--- config.mk ---
export PLATFORM = sky130hd
export DESIGN_NAME = fft_peak_detector
export DESIGN_NICKNAME = d
export VERILOG_FILES = /design/src/rtl/fft_sink_pkg.sv /design/src/rtl/cplx_mag_sq.sv /design/src/rtl/fft_peak_detector.sv
export SDC_FILE = /design/constraint.sdc
export NUM_CORES = 2
export LEC_CHECK = 0
export BUFFER_PORTS_ARGS = -buffer_cell sky130_fd_sc_hd__buf_2
export CORE_ASPECT_RATIO = 0.7
export CORE_UTILIZATION = 40
export DETAILED_ROUTE_END_ITERATION = 10
export GPL_TIMING_DRIVEN = 0
export PLACE_DENSITY = 0.67
export RECOVER_POWER = 50
export SLEW_MARGIN = 20
export SYNTH_ARGS = -nofsm -noshare
export SYNTH_HDL_FRONTEND = slang
export SYNTH_SLANG_ARGS = --single-unit
--- constraint.sdc ---
create_clock -name clk -period 9 [get_ports clk]
set_input_delay 0.9 -clock clk [delete_from_list [all_inputs] [get_ports clk]]
set_output_delay 0.9 -clock clk [all_outputs]
set_load 0.01 [all_outputs]
--- src/rtl/fft_sink_pkg.sv ---
// Shared types and constants for the FFT output-channel sink and its source-side counterpart.
// Holds the sink state encoding, default geometry and the tdata {re, im} field split.
package fft_sink_pkg;

  typedef enum logic [1:0] {
    IDLE,
    ACCUM,
    DRAIN,
    HOLD
  } sink_state_e;

  localparam int unsigned NFFT_DEF = 128;
  localparam int unsigned DW_DEF   = 24;
  localparam int unsigned IDXW_DEF = 7;

  // tdata = {re, im} at the default width
  localparam int unsigned RE_MSB = 2 * DW_DEF - 1;
  localparam int unsigned RE_LSB = DW_DEF;
  localparam int unsigned IM_MSB = DW_DEF - 1;
  localparam int unsigned IM_LSB = 0;

endpackage

--- src/rtl/cplx_mag_sq.sv ---
// Two-stage pipelined |x|^2 = re^2 + im^2 with an index/eligible sideband.
// No backpressure: a stage with in_valid low travels down the pipe as a bubble.
module cplx_mag_sq #(
  parameter int unsigned DW   = 24,
  parameter int unsigned IDXW = 7
) (
  input  logic            clk,
  input  logic            rst,
  input  logic            in_valid,
  input  logic [DW-1:0]   in_re,
  input  logic [DW-1:0]   in_im,
  input  logic [IDXW-1:0] in_index,
  input  logic            in_eligible,
  output logic            out_valid,
  output logic [IDXW-1:0] out_index,
  output logic            out_eligible,
  output logic [2*DW-1:0] out_mag
);

  logic signed [2*DW-1:0] re_ext, im_ext;
  logic        [2*DW-1:0] s1_re2_q, s1_im2_q;
  logic        [IDXW-1:0] s1_idx_q;
  logic                   s1_valid_q, s1_elig_q;

  // Operands widened first so the squares are formed at full product width.
  assign re_ext = {{DW{in_re[DW-1]}}, in_re};
  assign im_ext = {{DW{in_im[DW-1]}}, in_im};

  always_ff @(posedge clk or posedge rst) begin
    if (rst) begin
      s1_valid_q <= 1'b0;
      s1_elig_q  <= 1'b0;
      s1_idx_q   <= '0;
      s1_re2_q   <= '0;
      s1_im2_q   <= '0;
    end else begin
      s1_valid_q <= in_valid;
      if (in_valid) begin
        s1_elig_q <= in_eligible;
        s1_idx_q  <= in_index;
        s1_re2_q  <= re_ext * re_ext;
        s1_im2_q  <= im_ext * im_ext;
      end
    end
  end

  // Each square is at most 2^(2*DW-2), so the sum fits in 2*DW unsigned bits.
  always_ff @(posedge clk or posedge rst) begin
    if (rst) begin
      out_valid    <= 1'b0;
      out_eligible <= 1'b0;
      out_index    <= '0;
      out_mag      <= '0;
    end else begin
      out_valid <= s1_valid_q;
      if (s1_valid_q) begin
        out_eligible <= s1_elig_q;
        out_index    <= s1_idx_q;
        out_mag      <= s1_re2_q + s1_im2_q;
      end
    end
  end

endmodule

--- src/rtl/fft_peak_detector.sv ---
// AXI-Stream sink for one NFFT-bin complex spectrum per frame: finds the strongest eligible
// bin, checks frame length against tlast and hands {peak_bin, peak_mag} out on valid/ready.
module fft_peak_detector
  import fft_sink_pkg::*;
#(
  parameter int unsigned NFFT      = NFFT_DEF,
  parameter int unsigned DW        = DW_DEF,
  parameter int unsigned IDXW      = IDXW_DEF,
  parameter bit          SKIP_DC   = 1'b1,
  parameter bit          HALF_SPEC = 1'b1
) (
  input  logic            clk,
  input  logic            rst,
  input  logic [2*DW-1:0] s_axis_data_tdata,
  input  logic            s_axis_data_tvalid,
  output logic            s_axis_data_tready,
  input  logic            s_axis_data_tlast,
  output logic [IDXW-1:0] peak_bin,
  output logic [2*DW-1:0] peak_mag,
  output logic            peak_valid,
  input  logic            peak_ready,
  output logic            err_tlast_unexpected,
  output logic            err_tlast_missing,
  output logic [15:0]     frame_cnt
);

  localparam logic [IDXW-1:0] LAST_IDX = IDXW'(NFFT - 1);
  localparam logic [IDXW-1:0] HALF_IDX = IDXW'(NFFT / 2);

  sink_state_e     state_q, state_d;
  logic [IDXW-1:0] bin_cnt_q, bin_cnt_d;
  logic [1:0]      drain_cnt_q, drain_cnt_d;
  logic            tready_q;
  logic            accept, close, capture, release_res, eligible;

  logic            mag_valid, mag_elig;
  logic [IDXW-1:0] mag_idx;
  logic [2*DW-1:0] mag_sum;

  logic [2*DW-1:0] max_mag_q;
  logic [IDXW-1:0] max_bin_q;

  assign accept      = s_axis_data_tvalid && tready_q;
  assign close       = accept && (s_axis_data_tlast || (bin_cnt_q == LAST_IDX));
  assign capture     = (state_q == DRAIN) && (drain_cnt_q == 2'd2);
  assign release_res = (state_q == HOLD) && peak_valid && peak_ready;
  assign eligible    = !(SKIP_DC && (bin_cnt_q == '0)) &&
                       !(HALF_SPEC && (bin_cnt_q >= HALF_IDX));

  always_comb begin
    state_d     = state_q;
    bin_cnt_d   = bin_cnt_q;
    drain_cnt_d = drain_cnt_q;
    unique case (state_q)
      IDLE: state_d = ACCUM;
      ACCUM: begin
        if (accept) begin
          bin_cnt_d = close ? '0 : bin_cnt_q + 1'b1;
        end
        if (close) begin
          state_d     = DRAIN;
          drain_cnt_d = 2'd0;
        end
      end
      // Closing beat needs two edges to clear the pipe and one more for the compare stage.
      DRAIN: begin
        drain_cnt_d = drain_cnt_q + 2'd1;
        if (capture) state_d = HOLD;
      end
      HOLD: begin
        if (release_res) state_d = ACCUM;
      end
      default: state_d = IDLE;
    endcase
  end

  always_ff @(posedge clk or posedge rst) begin
    if (rst) begin
      state_q     <= IDLE;
      bin_cnt_q   <= '0;
      drain_cnt_q <= 2'd0;
      tready_q    <= 1'b0;
    end else begin
      state_q     <= state_d;
      bin_cnt_q   <= bin_cnt_d;
      drain_cnt_q <= drain_cnt_d;
      tready_q    <= (state_d == ACCUM);
    end
  end

  always_ff @(posedge clk or posedge rst) begin
    if (rst) begin
      err_tlast_unexpected <= 1'b0;
      err_tlast_missing    <= 1'b0;
    end else begin
      err_tlast_unexpected <= close && s_axis_data_tlast && (bin_cnt_q != LAST_IDX);
      err_tlast_missing    <= close && !s_axis_data_tlast && (bin_cnt_q == LAST_IDX);
    end
  end

  cplx_mag_sq #(
    .DW   (DW),
    .IDXW (IDXW)
  ) u_mag (
    .clk          (clk),
    .rst          (rst),
    .in_valid     (accept),
    .in_re        (s_axis_data_tdata[2*DW-1:DW]),
    .in_im        (s_axis_data_tdata[DW-1:0]),
    .in_index     (bin_cnt_q),
    .in_eligible  (eligible),
    .out_valid    (mag_valid),
    .out_index    (mag_idx),
    .out_eligible (mag_elig),
    .out_mag      (mag_sum)
  );

  // Strict compare keeps the lowest index on ties; cleared as the result is captured.
  always_ff @(posedge clk or posedge rst) begin
    if (rst) begin
      max_mag_q <= '0;
      max_bin_q <= '0;
    end else if (capture) begin
      max_mag_q <= '0;
      max_bin_q <= '0;
    end else if (mag_valid && mag_elig && (mag_sum > max_mag_q)) begin
      max_mag_q <= mag_sum;
      max_bin_q <= mag_idx;
    end
  end

  always_ff @(posedge clk or posedge rst) begin
    if (rst) begin
      peak_valid <= 1'b0;
      peak_bin   <= '0;
      peak_mag   <= '0;
      frame_cnt  <= 16'd0;
    end else if (capture) begin
      peak_valid <= 1'b1;
      peak_bin   <= max_bin_q;
      peak_mag   <= max_mag_q;
      frame_cnt  <= frame_cnt + 16'd1;
    end else if (release_res) begin
      peak_valid <= 1'b0;
    end
  end

  assign s_axis_data_tready = tready_q;

endmodule
Word level (Yosys, flattened, before mapping)
Index checks and enable logic that the tools add are counted.

cells by class
  eq/ne operators = 8
  magnitude comparators = 2
  reductions and logical operators = 23
  mux-type cells = 13
  $add $sub $neg = 4
  multiply operators = 2

operators with widths
  operator                                              number
  multiplier 24 x 24 -> 48 bit                          2
  two-way mux 48 bit                                    2
  adder 48 bit                                          1
  > comparator 48 bit                                   1
  two-way mux 7 bit                                     3
  adder 16 x 1 -> 16 bit (second input constant)        1
  logical AND 1 bit                                     12
  two-way mux 2 bit                                     4
  one-hot mux 2 bit (4 select lines)                    1
  adder 7 x 1 -> 7 bit (second input constant)          1
  equality test 7 bit (second input constant)           1
  >= comparator 7 bit (second input constant)           1
  logical NOT 7 bit                                     1
  inequality test 7 bit (second input constant)         1
  equality test 2 bit (second input constant)           3
  nonzero test 2 bit                                    3
  equality test 2 x 1 -> 1 bit (second input constant)  2
  one-hot mux 2 bit (2 select lines)                    1
  AND reduction 2 bit                                   2
  logical NOT 1 bit                                     3
  adder 2 x 1 -> 2 bit (second input constant)          1
  logical NOT 2 bit                                     1
  two-way mux 1 bit                                     2
  inequality test 2 bit (second input constant)         1
  logical OR 1 bit                                      1

word-level totals
  output and inout port bits = 75
  flip-flop bits (word level) = 303
  word-level logic and storage cells = 73

Longest topological paths before layout
  depth after elaboration = 6
  gate-level depth with buffers = 29
  gate-level depth less buffers = 28

Hierarchy
Synthesis repeated with hierarchy kept, for this count alone.

unflattened totals
  cells, all modules = 5586
  area, all modules = 54174.5 sq um

modules (own cells, without submodules)
  module             sequential area each (sq um)  cells an instance  area each (sq um)  instances
  cplx_mag_sq        4003.8                        4629               45582.5            1
  fft_peak_detector  3528.4                        957                8592.0             1

Worst setup path after synthesis
Ideal clock, no wire load.

  kind = input -> register
  start point = input port s_axis_data_tdata[23]
  end point = register u_mag.s1_im2_q[46]
  data arrival time = 7.681 ns
  cell stages on the path = 21
  path buffers = 3
  library setup time = 0.126 ns
  required time = 8.874 ns
  setup slack = 1.193 ns
  cells stage by stage = clkbuf_1 -> clkbuf_1 -> nand2_1 -> inv_1 -> fa_1 -> fa_1 -> inv_1 -> fa_1 -> inv_1 -> fa_1 -> fa_1 -> fa_1 -> fa_1 -> ha_1 -> clkdlybuf4s50_2 -> and2b_2 -> a31oi_1 -> nand3_2 -> a221oi_4 -> nor2_1 -> a311o_1

between the ends
  cells in the longest elaborated chain, start to end = 1

ends and longest elaborated chain
  item                          RTL line                 text
  start: declaration            fft_peak_detector.sv:14  input logic [2*DW-1:0] s_axis_data_tdata,
  multiplier 24 x 24 -> 48 bit  cplx_mag_sq.sv:42        s1_im2_q <= im_ext * im_ext;
  end signal: assignment        cplx_mag_sq.sv:42
  end: declaration              cplx_mag_sq.sv:21        logic [2*DW-1:0] s1_re2_q, s1_im2_q;

No other way between the ends.
A chain may end at the register's enable or synchronous reset.

Worst setup path after layout
  start point = input port s_axis_data_tdata[10]
  end point = register u_mag.s1_im2_q[45]

Same word-level chain as after synthesis.

==> impl_results.md <==
- Synth area leaders: fa_1, dfrtp_1, inv_1
- Minimum clock period: 8.762 ns
- Total track usage: 0.2241
- Hold Crit Class: reg2reg
- Worst-path fanout max: 10
- 1st-pass router iterations: 8
- Vias per cell: 5.073
- Status: finished with violations
- Synth top cells by count: inv_1, fa_1, nand2_1, ha_1, dfrtp_1
- WS Path Type: in2reg
- Number of enable flip-flop cells after synthesis: 0
- Worst-case clock skew: 0.01702 ns
- Area of the die: 131700 um2
- Post-DRT Antenna Nets: 0
- Fraction of registers with async set/reset: 1.000
- Post-synth top flop: dfrtp_1
- Number of library cell types mapped by synthesis: 83
- CP required: 9.48 ns
- Area leader, netlist: fa_1
- Routed Wire Length: 142500 um
- Post-DR wirelength/cell: 19.44 um
- Buffers on Ports: 126
- Crit-path max cell delay: 0.82 ns
- Hold Slack: 0.3734 ns
- CTS sink count: 301
- Nets@finish: 7122
- Hpwl dp: 123000 um
- Clock tree buffer depth: 3
- Largest net degree at the start of global routing: 35
- Setup Buffers After CTS: 0
- FF+latch count, synth: 301
- Core Region: 128800 um2
- CP arrival: 9.24 ns
- Synthesized area: 52100 um2
- Least-Margin Pin Slew: 1.806 ns
- I/O pin total: 128
- Yosys warns: 0
- Share of layout cells above drive strength 1: 0.04615
- Vias post-DR: 37.19k
- Synthesized instance count: 5412
- Post-synth top area share: 0.4284
- Crit end category: flip-flop
- Fmax: 114.1 MHz
- Rel. slew slack: -0.2043
- First-pass GRT wire length: 227500 um
- Starting Density: 0.4044
- Worst-skew pair later-pin latency: 0.59 ns
- GP Congestion: 0.9794
- Period utilisation layout: 0.9735
- Placement-stage cell area: 55090 um2
- Syn nets: 6965
- Area added between synthesis and finish: 7.346%
- Hold Vio Cnt, Final: 0
- Final setup fails: 0
- Root Buffer: clkbuf_16
- Global route total overflow: 0
- Count leader, synth: inv_1
- Sequential share of the synthesized area: 0.1446
- Max_cap viols: 9
- Initial DRC count: 3153
- Initial antenna violation count: 7
- Post-place setup slack: -0.5741 ns
- H-Tree Depth: 1
- Total CTS buffers: 28
- Clock Pin Slew Worst Setup and Hold Paths: 0.07 ns
- Row count: 110
- DRC violations left: 0
- CTS tree: built
- Crit path launch type: primary input
- RSZ-0062 raised after global routing: no
- Slowest CP cell: buf_1
- CP most frequent cell: fa_1
- Failing checks: max-capacitance violations, max-slew violations
- Die width: 433.4 um
- Mean post-synth cell area: 9.627 um2
- Fin worst setup slack: 0.2381 ns
- Setup TNS: 0 ns
- Vias in the first global route: 39.43k
- Cts hold-fix bufs: 0
- Post-route cell area: 55930 um2
- Die H: 304.0 um
- Fin. max-slew vios: 293
- CTS resizes: 0
- Layout fillers: 12.54k
critical path: cells and delay by family:
family | cells | cell delay (ns)
adder cells (fa/ha/maj) | 8 | 3.89
AO/OA/AOI/OAI | 10 | 2.66
buffers and inverters | 7 | 1.36
AND/OR/NAND/NOR | 2 | 0.40
worst paths after layout:
path                                            start            endpoint  slack, ns  depth (start not counted)
worst max-delay path            s_axis_data_tdata[10]  u_mag.s1_im2_q[45]       0.24                         27
worst min-delay path                 u_mag.s1_valid_q     u_mag.out_valid       0.37                          0
worst max register to register      u_mag.s1_im2_q[4]   u_mag.out_mag[44]       5.02                         12
worst min register to register       u_mag.s1_valid_q     u_mag.out_valid       0.37                          0
max in group asynchronous                         rst  u_mag.s1_re2_q[41]       2.53                          6
min in group asynchronous                         rst        peak_mag[18]       0.51                          2
final cells by class:
class / count / area [um2] / share of cell area
antenna: 4 / 10.01 / 0.0001790
buffer: 168 / 670.6 / 0.01199
clock buffer: 37 / 784.5 / 0.01403
clock inverter: 14 / 212.7 / 0.003803
inverter: 1419 / 5328 / 0.09526
multi-input combinational: 3516 / 38570 / 0.6897
sequential: 301 / 7532 / 0.1347
tap: 1736 / 2172 / 0.03884
timing repair buffer: 135 / 643.1 / 0.01150
kinds of logic after synthesis:
kind of cell    after synthesis  share of synthesized area
mux                          52                    0.01112
compound gates              620                    0.07414
fa+ha+maj                  1500                     0.5209
buf+inv                    1595                     0.1152
xor+xnor                    180                    0.03026
flops                       301                     0.1446
simple gates               1164                     0.1038
registers in the layout, indices dropped and copies added, names as in the netlist, 2 cells and up:
name / cells
u_mag.s1_re2_q: 47
max_bin_q: 7
u_mag.out_mag: 48
u_mag.s1_im2_q: 47
max_mag_q: 48
bin_cnt_q: 7
frame_cnt: 16
u_mag.s1_idx_q: 7
peak_bin: 7
peak_mag: 48
u_mag.out_index: 7
state_q: 2
drain_cnt_q: 2
layer usage:
metal | GRT usage | share of wire
met4 | 0.02999 | 0.015
met2 | 0.3245 | 0.42
met1 | 0.3533 | 0.47
met5 | 0 | 0
met3 | 0.04174 | 0.092
layout by cell type, fill, tap and decap left out, types with 5 or more instances in the layout:
cell / instances
a31o_2: 9
a21o_1: 76
ha_1: 385
clkbuf_16: 28
nand3_1: 92
nand2_1: 620
clkbuf_1: 173
nand2b_1: 29
nor3_1: 17
buf_2: 109
clkbuf_2: 13
nand4_1: 23
o22ai_1: 5
dfrtp_1: 301
and4_1: 7
nor2_1: 96
inv_1: 1418
o21ai_0: 234
o21a_1: 18
o31ai_1: 7
a221oi_1: 5
buf_1: 9
fa_1: 1115
clkbuf_8: 6
xor2_1: 48
and2_1: 191
mux2_2: 47
and3_1: 13
nor2b_1: 49
xnor2_1: 132
a31oi_1: 10
o211ai_1: 8
mux2i_1: 5
a21oi_1: 162
o21bai_1: 19
a211oi_1: 11
metrics by stage:
| step | std cells | util |
|---|---|---|
| after floorplan | 5412 | - |
| after global placement | 7274 | 0.4262 |
| after detailed placement | 7283 | 0.4276 |
| after CTS | 7334 | 0.4354 |
| after global routing | 7326 | 0.4341 |
| final | 7330 | 0.4341 |
Power is left out: the tool's default activity adds up to more than one toggle a clock period on the data nets, which glitch-free logic cannot reach.
